==> src/rtl/quad_dir_counter.sv <==
// Two-channel direction sensor decoder: sync + debounce, Gray-step decode into CW/CCW pulses,
// signed position count (wrap or saturate) and a rotating one-hot LED bar.
module quad_dir_counter #(
  parameter int DEB_CYCLES = 4,
  parameter int POS_W      = 8,
  parameter int NUM_LED    = 8,
  parameter bit WRAP       = 1'b1
) (
  input  logic                    sys_clk,
  input  logic                    sys_rst,
  input  logic                    in_a,
  input  logic                    in_b,
  input  logic                    clr,
  output logic                    step_cw,
  output logic                    step_ccw,
  output logic                    dir,
  output logic                    err,
  output logic                    sat,
  output logic signed [POS_W-1:0] pos,
  output logic [NUM_LED-1:0]      led
);

  localparam int CNT_W = (DEB_CYCLES > 1) ? $clog2(DEB_CYCLES) : 1;
  localparam int IDX_W = $clog2(NUM_LED);
  localparam logic [CNT_W-1:0] CNT_LAST = CNT_W'(DEB_CYCLES - 1);
  localparam logic [IDX_W-1:0] IDX_LAST = IDX_W'(NUM_LED - 1);
  localparam logic signed [POS_W-1:0] POS_MAX = {1'b0, {(POS_W-1){1'b1}}};
  localparam logic signed [POS_W-1:0] POS_MIN = {1'b1, {(POS_W-1){1'b0}}};
  localparam logic signed [POS_W-1:0] POS_ONE = POS_W'(1);

  logic [1:0]            sync_p0_q, sync_p1_q;
  logic [1:0]            filt_p2_q, filt_p2_d;
  logic [1:0][CNT_W-1:0] deb_cnt_q, deb_cnt_d;
  logic [1:0]            prev_p3_q;
  logic                  cw_w, ccw_w, err_w;
  logic                  step_cw_q, step_cw_d;
  logic                  step_ccw_q, step_ccw_d;
  logic                  dir_q, dir_d;
  logic                  err_q, err_d;
  logic                  sat_q, sat_d;
  logic signed [POS_W-1:0] pos_q, pos_d;
  logic [IDX_W-1:0]      idx_q, idx_d;
  logic [NUM_LED-1:0]    led_q, led_d;

  // Rank of a state along the CW cycle 00 -> 01 -> 11 -> 10.
  function automatic logic [1:0] gray_rank(input logic [1:0] s);
    return {s[1], s[1] ^ s[0]};
  endfunction

  function automatic logic limit_hit(input logic signed [POS_W-1:0] p, input logic up);
    return (WRAP == 1'b0) && (up ? (p == POS_MAX) : (p == POS_MIN));
  endfunction

  function automatic logic signed [POS_W-1:0] pos_step(input logic signed [POS_W-1:0] p,
                                                       input logic up);
    if (limit_hit(p, up)) return p;
    return up ? (p + POS_ONE) : (p - POS_ONE);
  endfunction

  function automatic logic [IDX_W-1:0] idx_step(input logic [IDX_W-1:0] i, input logic up);
    if (up) return (i == IDX_LAST) ? '0 : (i + IDX_W'(1));
    return (i == '0) ? IDX_LAST : (i - IDX_W'(1));
  endfunction

  // Stage p0/p1: two-flop synchroniser, bit1 = channel A, bit0 = channel B.
  always_ff @(posedge sys_clk) begin
    if (sys_rst) begin
      sync_p0_q <= '0;
      sync_p1_q <= '0;
    end else begin
      sync_p0_q <= {in_a, in_b};
      sync_p1_q <= sync_p0_q;
    end
  end

  // Stage p2: per-channel debounce filter.
  always_comb begin
    filt_p2_d = filt_p2_q;
    deb_cnt_d = deb_cnt_q;
    for (int ch = 0; ch < 2; ch++) begin
      if (sync_p1_q[ch] == filt_p2_q[ch]) begin
        deb_cnt_d[ch] = '0;
      end else if (deb_cnt_q[ch] == CNT_LAST) begin
        filt_p2_d[ch] = sync_p1_q[ch];
        deb_cnt_d[ch] = '0;
      end else begin
        deb_cnt_d[ch] = deb_cnt_q[ch] + CNT_W'(1);
      end
    end
  end

  always_ff @(posedge sys_clk) begin
    if (sys_rst) begin
      filt_p2_q <= '0;
      deb_cnt_q <= '0;
      prev_p3_q <= '0;
    end else begin
      filt_p2_q <= filt_p2_d;
      deb_cnt_q <= deb_cnt_d;
      prev_p3_q <= filt_p2_q;
    end
  end

  // Stage p3: step decode against the previous filtered state.
  assign cw_w  = (gray_rank(filt_p2_q) == (gray_rank(prev_p3_q) + 2'd1));
  assign ccw_w = (gray_rank(prev_p3_q) == (gray_rank(filt_p2_q) + 2'd1));
  assign err_w = ((filt_p2_q ^ prev_p3_q) == 2'b11);

  always_comb begin
    step_cw_d  = cw_w;
    step_ccw_d = ccw_w;
    err_d      = err_w;
    dir_d      = dir_q;
    pos_d      = pos_q;
    idx_d      = idx_q;
    sat_d      = sat_q;
    if (cw_w)  dir_d = 1'b1;
    if (ccw_w) dir_d = 1'b0;
    if (clr) begin
      pos_d = '0;
      idx_d = '0;
      sat_d = 1'b0;
    end else if (cw_w || ccw_w) begin
      sat_d = limit_hit(pos_q, cw_w);
      pos_d = pos_step(pos_q, cw_w);
      idx_d = idx_step(idx_q, cw_w);
    end
    led_d = NUM_LED'(1) << idx_d;
  end

  always_ff @(posedge sys_clk) begin
    if (sys_rst) begin
      step_cw_q  <= 1'b0;
      step_ccw_q <= 1'b0;
      err_q      <= 1'b0;
      dir_q      <= 1'b0;
      sat_q      <= 1'b0;
      pos_q      <= '0;
      idx_q      <= '0;
      led_q      <= NUM_LED'(1);
    end else begin
      step_cw_q  <= step_cw_d;
      step_ccw_q <= step_ccw_d;
      err_q      <= err_d;
      dir_q      <= dir_d;
      sat_q      <= sat_d;
      pos_q      <= pos_d;
      idx_q      <= idx_d;
      led_q      <= led_d;
    end
  end

  assign step_cw  = step_cw_q;
  assign step_ccw = step_ccw_q;
  assign dir      = dir_q;
  assign err      = err_q;
  assign sat      = sat_q;
  assign pos      = pos_q;
  assign led      = led_q;

endmodule

==> config.mk <==
export PLATFORM = sky130hd
export DESIGN_NAME = quad_dir_counter
export DESIGN_NICKNAME = d
export VERILOG_FILES = /design/src/rtl/quad_dir_counter.sv
export SDC_FILE = /design/constraint.sdc
export NUM_CORES = 1
export LEC_CHECK = 0
export CORE_ASPECT_RATIO = 1.5
export CORE_MARGIN = 2
export CORE_UTILIZATION = 45
export DETAILED_ROUTE_END_ITERATION = 10
export PLACE_DENSITY = 0.71
export SYNTH_ARGS = -nofsm -noshare
export SYNTH_HDL_FRONTEND = slang
export SYNTH_SLANG_ARGS = --single-unit
==> constraint.sdc <==
create_clock -name sys_clk -period 6.24 [get_ports sys_clk]
set_input_delay 0.624 -clock sys_clk [delete_from_list [all_inputs] [get_ports sys_clk]]
set_output_delay 0.624 -clock sys_clk [all_outputs]
set_load 0.02 [all_outputs]
* After elaboration in Yosys (flattened, before gate mapping)
Cells that the tools add are included.
Operators by class: equal/unequal tests 8, mux-type cells 10, shift operators 1, multipliers 0, bitwise gates (word level) 5, order comparisons 0, div/mod/pow operators 0, add/subtract/negate cells 8, reduce and logical (&&, ||, !) cells 8
Operators with widths (number):
- two-way mux 3 bit | 6
- adder 2 x 1 -> 2 bit, second input constant | 4
- adder 8 x 2 -> 8 bit, second input constant | 1
- two-way mux 8 bit | 1
- left shift 1 x 3 -> 8 bit, first input constant | 1
- subtractor 8 x 2 -> 8 bit, second input constant | 1
- equality test 2 bit, second input constant | 3
- OR reduction 3 bit | 2
- equality test 2 bit | 2
- AND reduction 2 bit | 2
- OR reduction 2 bit | 2
- adder 3 x 1 -> 3 bit, second input constant | 1
- equality test 3 bit, second input constant | 1
- logical NOT 3 bit | 1
- two-way mux 1 bit | 3
- subtractor 3 x 1 -> 3 bit, second input constant | 1
- equality test 1 bit | 2
- inverter 1 bit | 2
- XOR 1 bit | 2
- XOR 2 bit | 1
- logical OR 1 bit | 1
Storage, ports and cells: register bits 35, bits in writable memories 0, memories 0, output and inout port bits 21, memory bits (read-only) 0, latch bits 0, logic and storage cells 54

* Depth between registers and ports, before layout
Gate-level depths: netlist (run 1).
word-level depth 10, depth in mapped cells 9

* Worst setup path before layout (run 1)
Ideal clock, no wire load.
path kind reg-to-reg, start point register filt_p2_q[1], end point register pos_q[7] (netlist: pos[7]), stages on the path, launching flop included 10, period minus slack after synthesis 2.567 ns, path slack 3.673 ns, data arrival time 2.436 ns, path through dfxtp_1 > clkbuf_8 > xnor2_1 > nand2_2 > ha_1 > and3_1 > a221oi_1 > and3b_2 > or4_1 > nor3b_1
Between the ends: longest elaborated chain between the ends 4, elaborated cells on any way between the ends 6, those cells by class add/sub: 1; eq/ne: 2; mux: 1; bitwise: 1; reduce/logical: 1
Ends and longest elaborated chain:
- from (decl) | line 32 | logic [1:0] filt_p2_q, filt_p2_d;
- from (signal assigned) | line 98 | filt_p2_q <= filt_p2_d;
- XOR 1 bit | line 47 | return {s[1], s[1] ^ s[0]};
- adder 2 x 1 -> 2 bit | line 106 | assign ccw_w = (gray_rank(prev_p3_q) == (gray_rank(filt_p2_q) + 2'd1));
- equality test 2 bit | line 106
- logical OR 1 bit | line 123 | end else if (cw_w || ccw_w) begin
- to (signal assigned) | line 147 | pos_q <= pos_d;
- to (decl) | line 41 | logic signed [POS_W-1:0] pos_q, pos_d;
Several ways; a longest one is shown, not always the timed one. A chain may end at the register's enable or synchronous reset.

* Final worst setup path (run 1)
start point register filt_p2_q[0], end point register pos_q[7] (netlist: pos[7])
Between the ends: longest elaborated chain between the ends 4, elaborated cells on any way between the ends 6, those cells by class add/sub: 1; eq/ne: 2; mux: 1; bitwise: 1; reduce/logical: 1
Ends and longest elaborated chain (line):
- XOR 1 bit * | 47
- adder 2 x 1 -> 2 bit | 106
- equality test 2 bit | 106
- logical OR 1 bit | 123
Mark *: on every way between the ends. The rest lies on a longest branch, timed or not.

==> qor.txt, run 1 <==
status: completed
setup bufs post-CTS: 0
# Max-Cap Violations: 0
Final setup viols: 0
Die W: 53.58 µm
sequential area share after synthesis: 42.23%
WS Path Type: reg -> reg
Syn Inst Count: 169
CTS Buf Count: 5
post-route setup slack: 3.292 ns
Clock Tree Buf Depth: 2
RSZ-0062 raised after global routing: no
top post-synthesis cells by area: dfxtp_1 42%, ha_1 9.0%, xnor2_1 4.2%
Synth area leader: dfxtp_1
Crit Path Max Fanout: 13
RR Endpoint: pos[7]
DR top layer: met4
Setup Slack @ Placement: 3.338 ns
CTS resizes: 0
detailed placer's ending HPWL: 2.373 mm
die height: 78.37 µm
P&R area growth vs syn: 21.57%
CTS H-tree lvls: 2
Final Hold Violating Endpoints: 0
share of layout cells above drive strength 1: 10.20%
YS warnings: 0
Async SR Flop Fraction: 0%
Post-synth EDFFs: 0
final net count: 213
Slew @ Worst Pin: 0.5110 ns
RR Startpoint: filt_p2_q[0]
Slew Limit Headroom: 65.69%
critical path startpoint category: flip-flop
clk_lat worst skew: 0.29 ns
Worst Hold Class: reg -> reg
n_diodes: 0
GPL Wtd Cong: 0.8454
metal3 WL: 123 µm
worst endpoint required time: 6.41 ns
reg2reg setup slack: 3.29 ns
initial antenna violation count: 0
clk sinks: 35
Netlist cell types: 49
# hold bufs at CTS: 0
Max Clock Skew: 0.008433 ns
Core Util, Final: 55.80%
IO Port Bufs: 24
Top Ports: 26
Worst VDD drop: 0.2172 mV
total wire length: 3.176 mm
CTS tree: built
final period utilization: 47.24%
min-delay src: deb_cnt_q[2]
Placed Cells: 231
Final Critical Period: 2.948 ns
main flop type after synthesis: dfxtp_1
overall routing resource usage: 18.07%
fmax: 339.2 MHz
clk slew on worst S/H paths: 0.07 ns
first-pass GRT wire length: 5.575 mm
Final Slew Violations: 0
Via density: 5.389
Pwr Density: 204.7 mW/mm²
antenna viol nets, final: 0
Hold WS: 0.4202 ns
Detailed Routing Iterations Pass 1: 4
Avg Cell Area, Syn: 9.817 µm²
met1 wire length: 1.252 mm
DRC Markers: 0
full die area: 0.004198 mm²
core footprint: 0.003615 mm²
crit end category: flip-flop
design area: 0.002017 mm²
area share of the largest cell type after synthesis: 42.23%
routed wl met2: 1.694 mm
total grt overflow: 0
Placement Rows: 27
Post-Layout Cell Count: 239
Placed Area: 0.001917 mm²
initial core utilization: 45.90%
Hold Crit Endpoint: deb_cnt_q[2]
area of the mapped netlist: 0.001659 mm²
number of global-route vias before repair: 1324
Avg WL per Cell: 13.29 µm
R2R depth: 8
FF+latch count, synth: 35
total power: 0.4129 mW
total number of vias: 1288
critical path arrival: 3.12 ns
Iteration-0 DRC Markers: 22
Hold Path Stages: 1
final setup TNS: 0 ns
Leak: 0.7631 nW
largest net degree at the start of global routing: 17
clock root buffer: clkbuf_8
syn nets: 187
## cell usage after synthesis, types with 2 or more instances
| cell | n |
|---|---|
| dfxtp_1 | 35 |
| nor2_1 | 15 |
| ha_1 | 12 |
| a21oi_1 | 11 |
| nand2_1 | 10 |
| xnor2_1 | 8 |
| nor2b_1 | 7 |
| inv_1 | 6 |
| a211oi_1 | 5 |
| nor3_1 | 4 |
| or3_1 | 4 |
| a21o_1 | 3 |
| nor3b_1 | 3 |
| o21ai_0 | 3 |
| and2_1 | 2 |
| buf_4 | 2 |
| clkbuf_1 | 2 |
| mux2i_1 | 2 |
| nand2_2 | 2 |
| nand3_1 | 2 |
| nor4_1 | 2 |
| xor2_1 | 2 |
## power breakdown
part	leakage, nW	switching, mW	internal [mW]
clock	0.0515	0.0777	0.101
combinational	0.429	0.00500	0.00390
sequential	0.283	0.000645	0.225
total	0.763	0.0834	0.330
## metal layers
metal	track usage [%]	vias to the layer above
met5	0	-
met4	12.05	0
met3	5.133	9
met2	30.62	33
met1	18.28	612
li1	-	634
## worst max-delay path, cell delays in order (launching register included)
cell and delay, ns:
dfxtp_1 0.55, xor2_1 0.35, nand2_2 0.26, ha_1 0.45, and3_1 0.22, a221oi_1 0.11
and3b_2 0.24, or4_1 0.50, nor3b_1 0.16
## cell families (layout without fill, tap and decap cells)
group,count (synthesis),after routing,share of synthesized area (%)
simple gates,60,60,19.23
flops,35,35,42.23
buf+inv,11,38,3.544
mux,2,2,1.207
compound gates,34,34,14.41
other cells,1,1,0.2260
fa+ha+maj,13,13,10.26
xor+xnor,13,13,8.900
## worst max path at each step
stage | slack (ns) | start | end
after floorplan | 3.67 | filt_p2_q[1] | pos[7]
after global routing | 3.08 | filt_p2_q[0] | pos[7]
after detailed placement | 3.34 | filt_p2_q[0] | pos[7]
final | 3.29 | filt_p2_q[0] | pos[7]
after CTS | 3.31 | filt_p2_q[0] | pos[7]
after global placement | 3.51 | filt_p2_q[0] | pos[7]
## sequential cells by signal, indices dropped and copies added, names as in the netlist
name	count
step_ccw	1
step_cw	1
err	1
dir	1
sync_p0_q	2
idx_q	3
led	8
filt_p2_q	2
prev_p3_q	2
pos	8
sync_p1_q	2
deb_cnt_q	4
## placed cells by master (no fill, tap or decap), types with 4 or more instances in the layout
cell,netlist,layout
nor2b_1,7,7
xnor2_1,8,8
a21oi_1,11,11
clkbuf_8,1,7
clkdlybuf4s50_1,0,24
a211oi_1,5,5
inv_1,6,6
ha_1,12,12
dfxtp_1,35,35
nor2_1,15,15
nor3_1,4,4
nand2_1,10,10
or3_1,4,4
## final cells by class
| cell class | instances | area, µm² |
|---|---|---|
| multi-input cells | 123 | 899.6 |
| flip-flops and latches | 35 | 700.7 |
| well taps | 43 | 53.80 |
| inverters | 6 | 22.52 |
| clock buffers | 8 | 100.1 |
| fillers | 331 | 1598 |
| repair buffers | 24 | 240.2 |
Note: power is estimated with default switching activity, not from simulation.
==> inputs of run 2 (changes only) <==
--- a/config.mk
+++ b/config.mk
@@ -9,7 +9,7 @@
 export CORE_MARGIN = 2
 export CORE_UTILIZATION = 45
 export DETAILED_ROUTE_END_ITERATION = 10
-export PLACE_DENSITY = 0.71
+export PLACE_DENSITY = 0.73
 export SYNTH_ARGS = -nofsm -noshare
 export SYNTH_HDL_FRONTEND = slang
 export SYNTH_SLANG_ARGS = --single-unit
==> constraint.sdc (replaced) <==
create_clock -name sys_clk -period 2.6 [get_ports sys_clk]
set_input_delay 0.26 -clock sys_clk [delete_from_list [all_inputs] [get_ports sys_clk]]
set_output_delay 0.26 -clock sys_clk [all_outputs]
set_load 0.02 [all_outputs]
==> qor.txt, run 2 (synthesized netlist as in run 1, its figures left out) <==
min-delay src: deb_cnt_q[2]
clk slew on worst S/H paths: 0.07 ns (about the same)
commonest non-fill, non-tap cell in the layout: dfxtp_1
RR Endpoint: pos[7]
GPL Wtd Cong: 0.8356 (-1.2%)
setup bufs post-CTS: 0 (unchanged)
clock root buffer: clkbuf_8
IO Port Bufs: 24 (unchanged)
Max Clock Skew: 0.006505 ns (-0.001928 ns)
R2R depth: 8 (unchanged)
Final Hold Violating Endpoints: 0 (unchanged)
Clock Tree Buf Depth: 2 (unchanged)
# hold bufs at CTS: 0 (unchanged)
Slew Limit Headroom: 65.76% (+0.067 points)
Placement Rows: 27 (unchanged)
RSZ-0062 raised after global routing: no
Avg WL per Cell: 13.16 µm (-0.99%)
Slew @ Worst Pin: 0.5100 ns (-0.0009954 ns)
Worst VDD drop: 0.4506 mV (+110%)
CTS H-tree lvls: 2 (unchanged)
Worst Hold Class: reg -> reg
reg2reg setup slack: 0.16 ns (-3.13 ns)
CTS tree: built
Hold WS: 0.4151 ns (-0.005134 ns)
first-pass GRT wire length: 5.830 mm (+4.6%)
Final Slew Violations: 0 (unchanged)
core footprint: 0.003615 mm² (unchanged)
die height: 78.37 µm (unchanged)
Hold Crit Endpoint: deb_cnt_q[2]
critical path startpoint category: flip-flop
n_diodes: 0 (unchanged)
total wire length: 3.263 mm (+2.7%)
total grt overflow: 0 (unchanged)
initial core utilization: 45.90% (unchanged)
worst endpoint required time: 2.77 ns (-3.64 ns)
Crit Path Max Fanout: 6 (-7)
detailed placer's ending HPWL: 2.431 mm (+2.4%)
total number of vias: 1297 (+0.70%)
clk_lat worst skew: 0.29 ns (about the same)
overall routing resource usage: 18.49% (+0.42 points)
final net count: 222 (+4.2%)
WS Path Type: reg -> reg
RR Startpoint: prev_p3_q[0]
Final Critical Period: 2.438 ns (-0.5100 ns)
# Max-Cap Violations: 0 (unchanged)
final setup TNS: 0 ns (unchanged)
Die W: 53.58 µm (unchanged)
number of global-route vias before repair: 1365 (+3.1%)
Final setup viols: 0 (unchanged)
Top Ports: 26 (unchanged)
Iteration-0 DRC Markers: 17 (-23%)
antenna viol nets, final: 0 (unchanged)
Via density: 5.230 (-3.0%)
crit end category: flip-flop
full die area: 0.004198 mm² (unchanged)
critical path arrival: 2.61 ns (-0.51 ns)
most frequent cells in the layout: 34 x dfxtp_1, 24 x clkdlybuf4s50_1, 15 x nor2_1
Pwr Density: 501.8 mW/mm² (+150%)
Hold Path Stages: 1 (unchanged)
initial antenna violation count: 0 (unchanged)
DRC Markers: 0 (unchanged)
P&R area growth vs syn: 28.21%
largest net degree at the start of global routing: 16 (-1)
status: completed
Leak: 0.8137 nW (+6.6%)
share of layout cells above drive strength 1: 16.10% (+5.9 points)
final period utilization: 93.76% (+47 points)
CTS Buf Count: 5 (unchanged)
fmax: 410.2 MHz (+21%)
Detailed Routing Iterations Pass 1: 4 (unchanged)
clk sinks: 35 (unchanged)
-- run 2: cell types whose count changed in the layout (fill, tap and decap cells not counted), sizes merged --
cell	previous run	this run
buf	0	8
clkbuf	8	6
bufinv	0	1
nand2	12	13
clkinv	0	1
-- run 2: what timing repair did --
| action | in CTS | in global routing |
|---|---|---|
| endpoints found under the hold margin | 0 | 0 |
| setup endpoints to repair | 0 | 3 |
| resized for setup | 0 | 4 |
-- run 2: worst max path at each step --
stage / startpoint / endpoint / slack (ns) / cells after the start
finish: prev_p3_q[0] / pos[7] / 0.16 / 8
detailed placement: filt_p2_q[1] / pos[7] / 0.01 / 8
floorplan: filt_p2_q[1] / pos[7] / 0.03 / 9
CTS: filt_p2_q[1] / pos[7] / 0.01 / 8
global route: prev_p3_q[0] / pos[7] / 0.0002 / 8
global placement: filt_p2_q[1] / pos[7] / 0.11 / 8
-- run 2: cell type report --
type                       instances  area [µm²]
inverter                           6       22.52
tap                               43       53.80
fill                             323        1488
multi-input combinational        124       930.9
sequential                        35       701.9
timing repair buffer              32       300.3
clock inverter                     2       35.03
clock buffer                       6       82.58
-- run 2: power by group --
group          total, mW  leakage (nW)  internal, mW  switching, mW
clock network      0.503        0.0612         0.310          0.193
registers          0.541         0.283         0.540        0.00162
logic             0.0226         0.469        0.0104         0.0122
total               1.07         0.814         0.860          0.207
-- run 2: critical path: stages (launching register included) --
cell	delay [ns]
dfxtp_1	0.34
xnor2_2	0.28
nand2_2	0.18
ha_1	0.38
and3_1	0.19
a221oi_1	0.09
and3b_2	0.23
or4_1	0.48
nor3b_1	0.15
-- run 2: metrics by stage --
stage | util (%) | worst slack [ns] | power (mW) | instance area, µm² | instances
6_report | 58.84 | 0.1623 | 1.067 | 2127 | 248
3_5_place_dp | 54.69 | 0.01494 | 0.5770 | 1977 | 239
2_1_floorplan | - | 0.03337 | 0.5663 | 1659 | 169
4_1_cts | 57.94 | 0.01387 | 1.083 | 2095 | 247
3_3_place_gp | 54.69 | 0.1143 | 0.5762 | 1977 | 239
5_1_grt | 58.84 | 0.0002327 | 1.109 | 2127 | 248
-- run 2: layer usage --
layer  wire length [µm]  GRT usage (%)  up-vias
met5                  0              0        -
met4                 87          8.974        0
met3                125          4.563        6
li1                   -              -      652
met2               1724          30.25       27
met1               1325          21.79      612
==> inputs of run 3 (changes only) <==
--- a/config.mk
+++ b/config.mk
@@ -7,9 +7,9 @@
 export LEC_CHECK = 0
 export CORE_ASPECT_RATIO = 1.5
 export CORE_MARGIN = 2
-export CORE_UTILIZATION = 45
+export CORE_UTILIZATION = 32
 export DETAILED_ROUTE_END_ITERATION = 10
-export PLACE_DENSITY = 0.73
+export PLACE_DENSITY = 0.56
 export SYNTH_ARGS = -nofsm -noshare
 export SYNTH_HDL_FRONTEND = slang
 export SYNTH_SLANG_ARGS = --single-unit
==> qor.txt, run 3 (synthesized netlist as in run 1, its figures left out) <==
status: completed
worst endpoint required time: 2.77 ns (about the same)
Leak: 0.8034 nW (-1.3%)
Slew Limit Headroom: 60.17% (-5.6 points)
Worst path top cell family by delay: simple AND/OR/NAND/NOR gates
area of the multi-input gates: 924.6 µm² (-0.67%)
CTS H-tree lvls: 2 (unchanged)
filler cell count: 531 (+64%)
Hold WS: 0.4180 ns (+0.002977 ns)
CP max-delay cell: or4_1
Max Clock Skew: 0.001379 ns (-0.005126 ns)
FF/Latch Area: 700.7 µm² (-0.18%)
Worst VDD drop: 0.3525 mV (-22%)
# Max-Cap Violations: 0 (unchanged)
Slew @ Worst Pin: 0.5932 ns (+0.08317 ns)
Top Ports: 26 (unchanged)
initial antenna violation count: 0 (unchanged)
design area: 0.002133 mm² (+0.29%)
clk slew on worst S/H paths: 0.07 ns (about the same)
DRC Markers: 0 (unchanged)
Final Critical Period: 2.466 ns (+0.02790 ns)
Cell Chain, Critical Path: xor2_1, nand2_2, buf_4, ha_1, a21oi_1, and3b_2, or4_1, nor3b_1
clock root buffer: clkbuf_8
Via density: 4.675 (-11%)
Iteration-0 DRC Markers: 23 (+6)
overall routing resource usage: 12.54% (-6.0 points)
met1 wire length: 1.375 mm (+3.8%)
GPL Wtd Cong: 0.7995 (-4.3%)
total wire length: 3.257 mm (-0.18%)
total number of vias: 1281 (-1.2%)
Final Hold Violating Endpoints: 0 (unchanged)
Worst Hold Class: reg -> reg
most frequent cells in the layout: 35 x dfxtp_1, 24 x clkdlybuf4s50_1, 15 x nor2_1, 11 x a21oi_1
worst path bufs/invs: 1 (+1)
Detailed Routing Iterations Pass 1: 4 (unchanged)
sequential share of power: 56.9% (+6.2 points)
metal3 WL: 103 µm (-18%)
share of layout cells above drive strength 1: 15.53% (-0.56 points)
Avg WL per Cell: 11.89 µm (-9.7%)
first-pass GRT wire length: 5.651 mm (-3.1%)
final net count: 223 (+0.45%)
NetSw: 0.2132 mW (+2.9%)
n_diodes: 0 (unchanged)
final period utilization: 94.83% (+1.1 points)
total power: 0.9503 mW (-11%)
Placement Rows: 32 (+19%)
core footprint: 0.005085 mm² (+41%)
Placed Area: 0.002016 mm² (+2.0%)
final setup TNS: 0 ns (unchanged)
Clock Tree Buf Depth: 2 (unchanged)
critical path arrival: 2.64 ns (+0.03 ns)
total grt overflow: 0 (unchanged)
crit end category: flip-flop
CTS tree: built
RSZ-0062 raised after global routing: no
detailed placer's ending HPWL: 2.400 mm (-1.3%)
part of the power in the clock network: 40.6% (-6.6 points)
critical path startpoint category: flip-flop
number of global-route vias before repair: 1254 (-8.1%)
WS Path Type: reg -> reg
largest net degree at the start of global routing: 16 (unchanged)
Pwr Density: 445.5 mW/mm² (-11%)
full die area: 0.005788 mm² (+38%)
CTS Buf Count: 5 (unchanged)
fmax: 405.6 MHz (-1.1%)
routed wl met2: 1.706 mm (-1.0%)
Placed Cells: 265 (+11%)
Sw Share: 22.44% (+3.0 points)
P&R area growth vs syn: 28.58%
die height: 92.19 µm (+18%)
antenna viol nets, final: 0 (unchanged)
clk_lat worst skew: 0.29 ns (about the same)
Crit Path Max Fanout: 7 (+1)
Final Slew Violations: 0 (unchanged)
Comb pwr share: 2.4% (+0.3 points)
IO Port Bufs: 24 (unchanged)
Int Pwr: 0.7371 mW (-14%)
Post-Layout Cell Count: 274 (+10%)
commonest non-fill, non-tap cell in the layout: dfxtp_1
CP max stage delay: 0.48 ns (about the same)
Die W: 62.79 µm (+17%)
DR top layer: met4
Final setup viols: 0 (unchanged)
initial core utilization: 32.63% (-13 points)
clk sinks: 35 (unchanged)
run 3: area by class of cell:
| class | count | area share [%] |
|---|---|---|
| clock inverter | 2 | 0.5865 |
| sequential | 35 | 32.84 |
| tap | 68 | 3.988 |
| clock buffer | 6 | 3.402 |
| timing repair buffer | 34 | 14.78 |
| multi-input combinational | 123 | 43.34 |
| inverter | 6 | 1.056 |
run 3: power groups by stage:
stage               clock network (mW)  registers, mW  logic (mW)
floorplan                            0          0.553      0.0130
global placement                     0          0.553      0.0228
detailed placement                   0          0.554      0.0230
CTS                              0.392          0.541      0.0231
global route                     0.419          0.541      0.0257
finish                           0.386          0.541      0.0229
run 3: metrics by stage:
step                      utilization, %  worst slack, ns
after floorplan                        -          0.03337
after global placement             39.64           0.1581
after detailed placement           39.64          0.09474
after CTS                          41.31          0.08232
after global routing               41.95         0.007541
final                              41.95           0.1344
run 3: worst paths after layout:
| path | slack [ns] | cells past startpoint | start | end |
|---|---|---|---|---|
| worst max register to register | 0.13 | 8 | prev_p3_q[1] | pos[7] |
| worst min register to register | 0.42 | 1 | deb_cnt_q[2] | deb_cnt_q[2] |
| worst min-delay path | 0.42 | 1 | deb_cnt_q[2] | deb_cnt_q[2] |
| worst max-delay path | 0.13 | 8 | prev_p3_q[1] | pos[7] |
run 3: worst register-to-register path, cell delays in order, from the launching register on:
cell,delay (ns)
dfxtp_1,0.42
xor2_1,0.24
nand2_2,0.20
buf_4,0.22
ha_1,0.33
a21oi_1,0.11
and3b_2,0.21
or4_1,0.48
nor3b_1,0.14
run 3: timing repair:
item                                    in CTS  in global routing
hold buffers                                 0                  0
setup buffers                                0                  1
resized for setup                            0                  2
endpoints found under the setup margin       0                  1
hold endpoints to repair                     0                  0
run 3: per-layer routing:
metal	vias to the layer above	GRT usage [%]
li1	659	-
met1	592	14.05
met2	25	21.59
met3	5	3.313
met4	0	6.481
met5	-	0
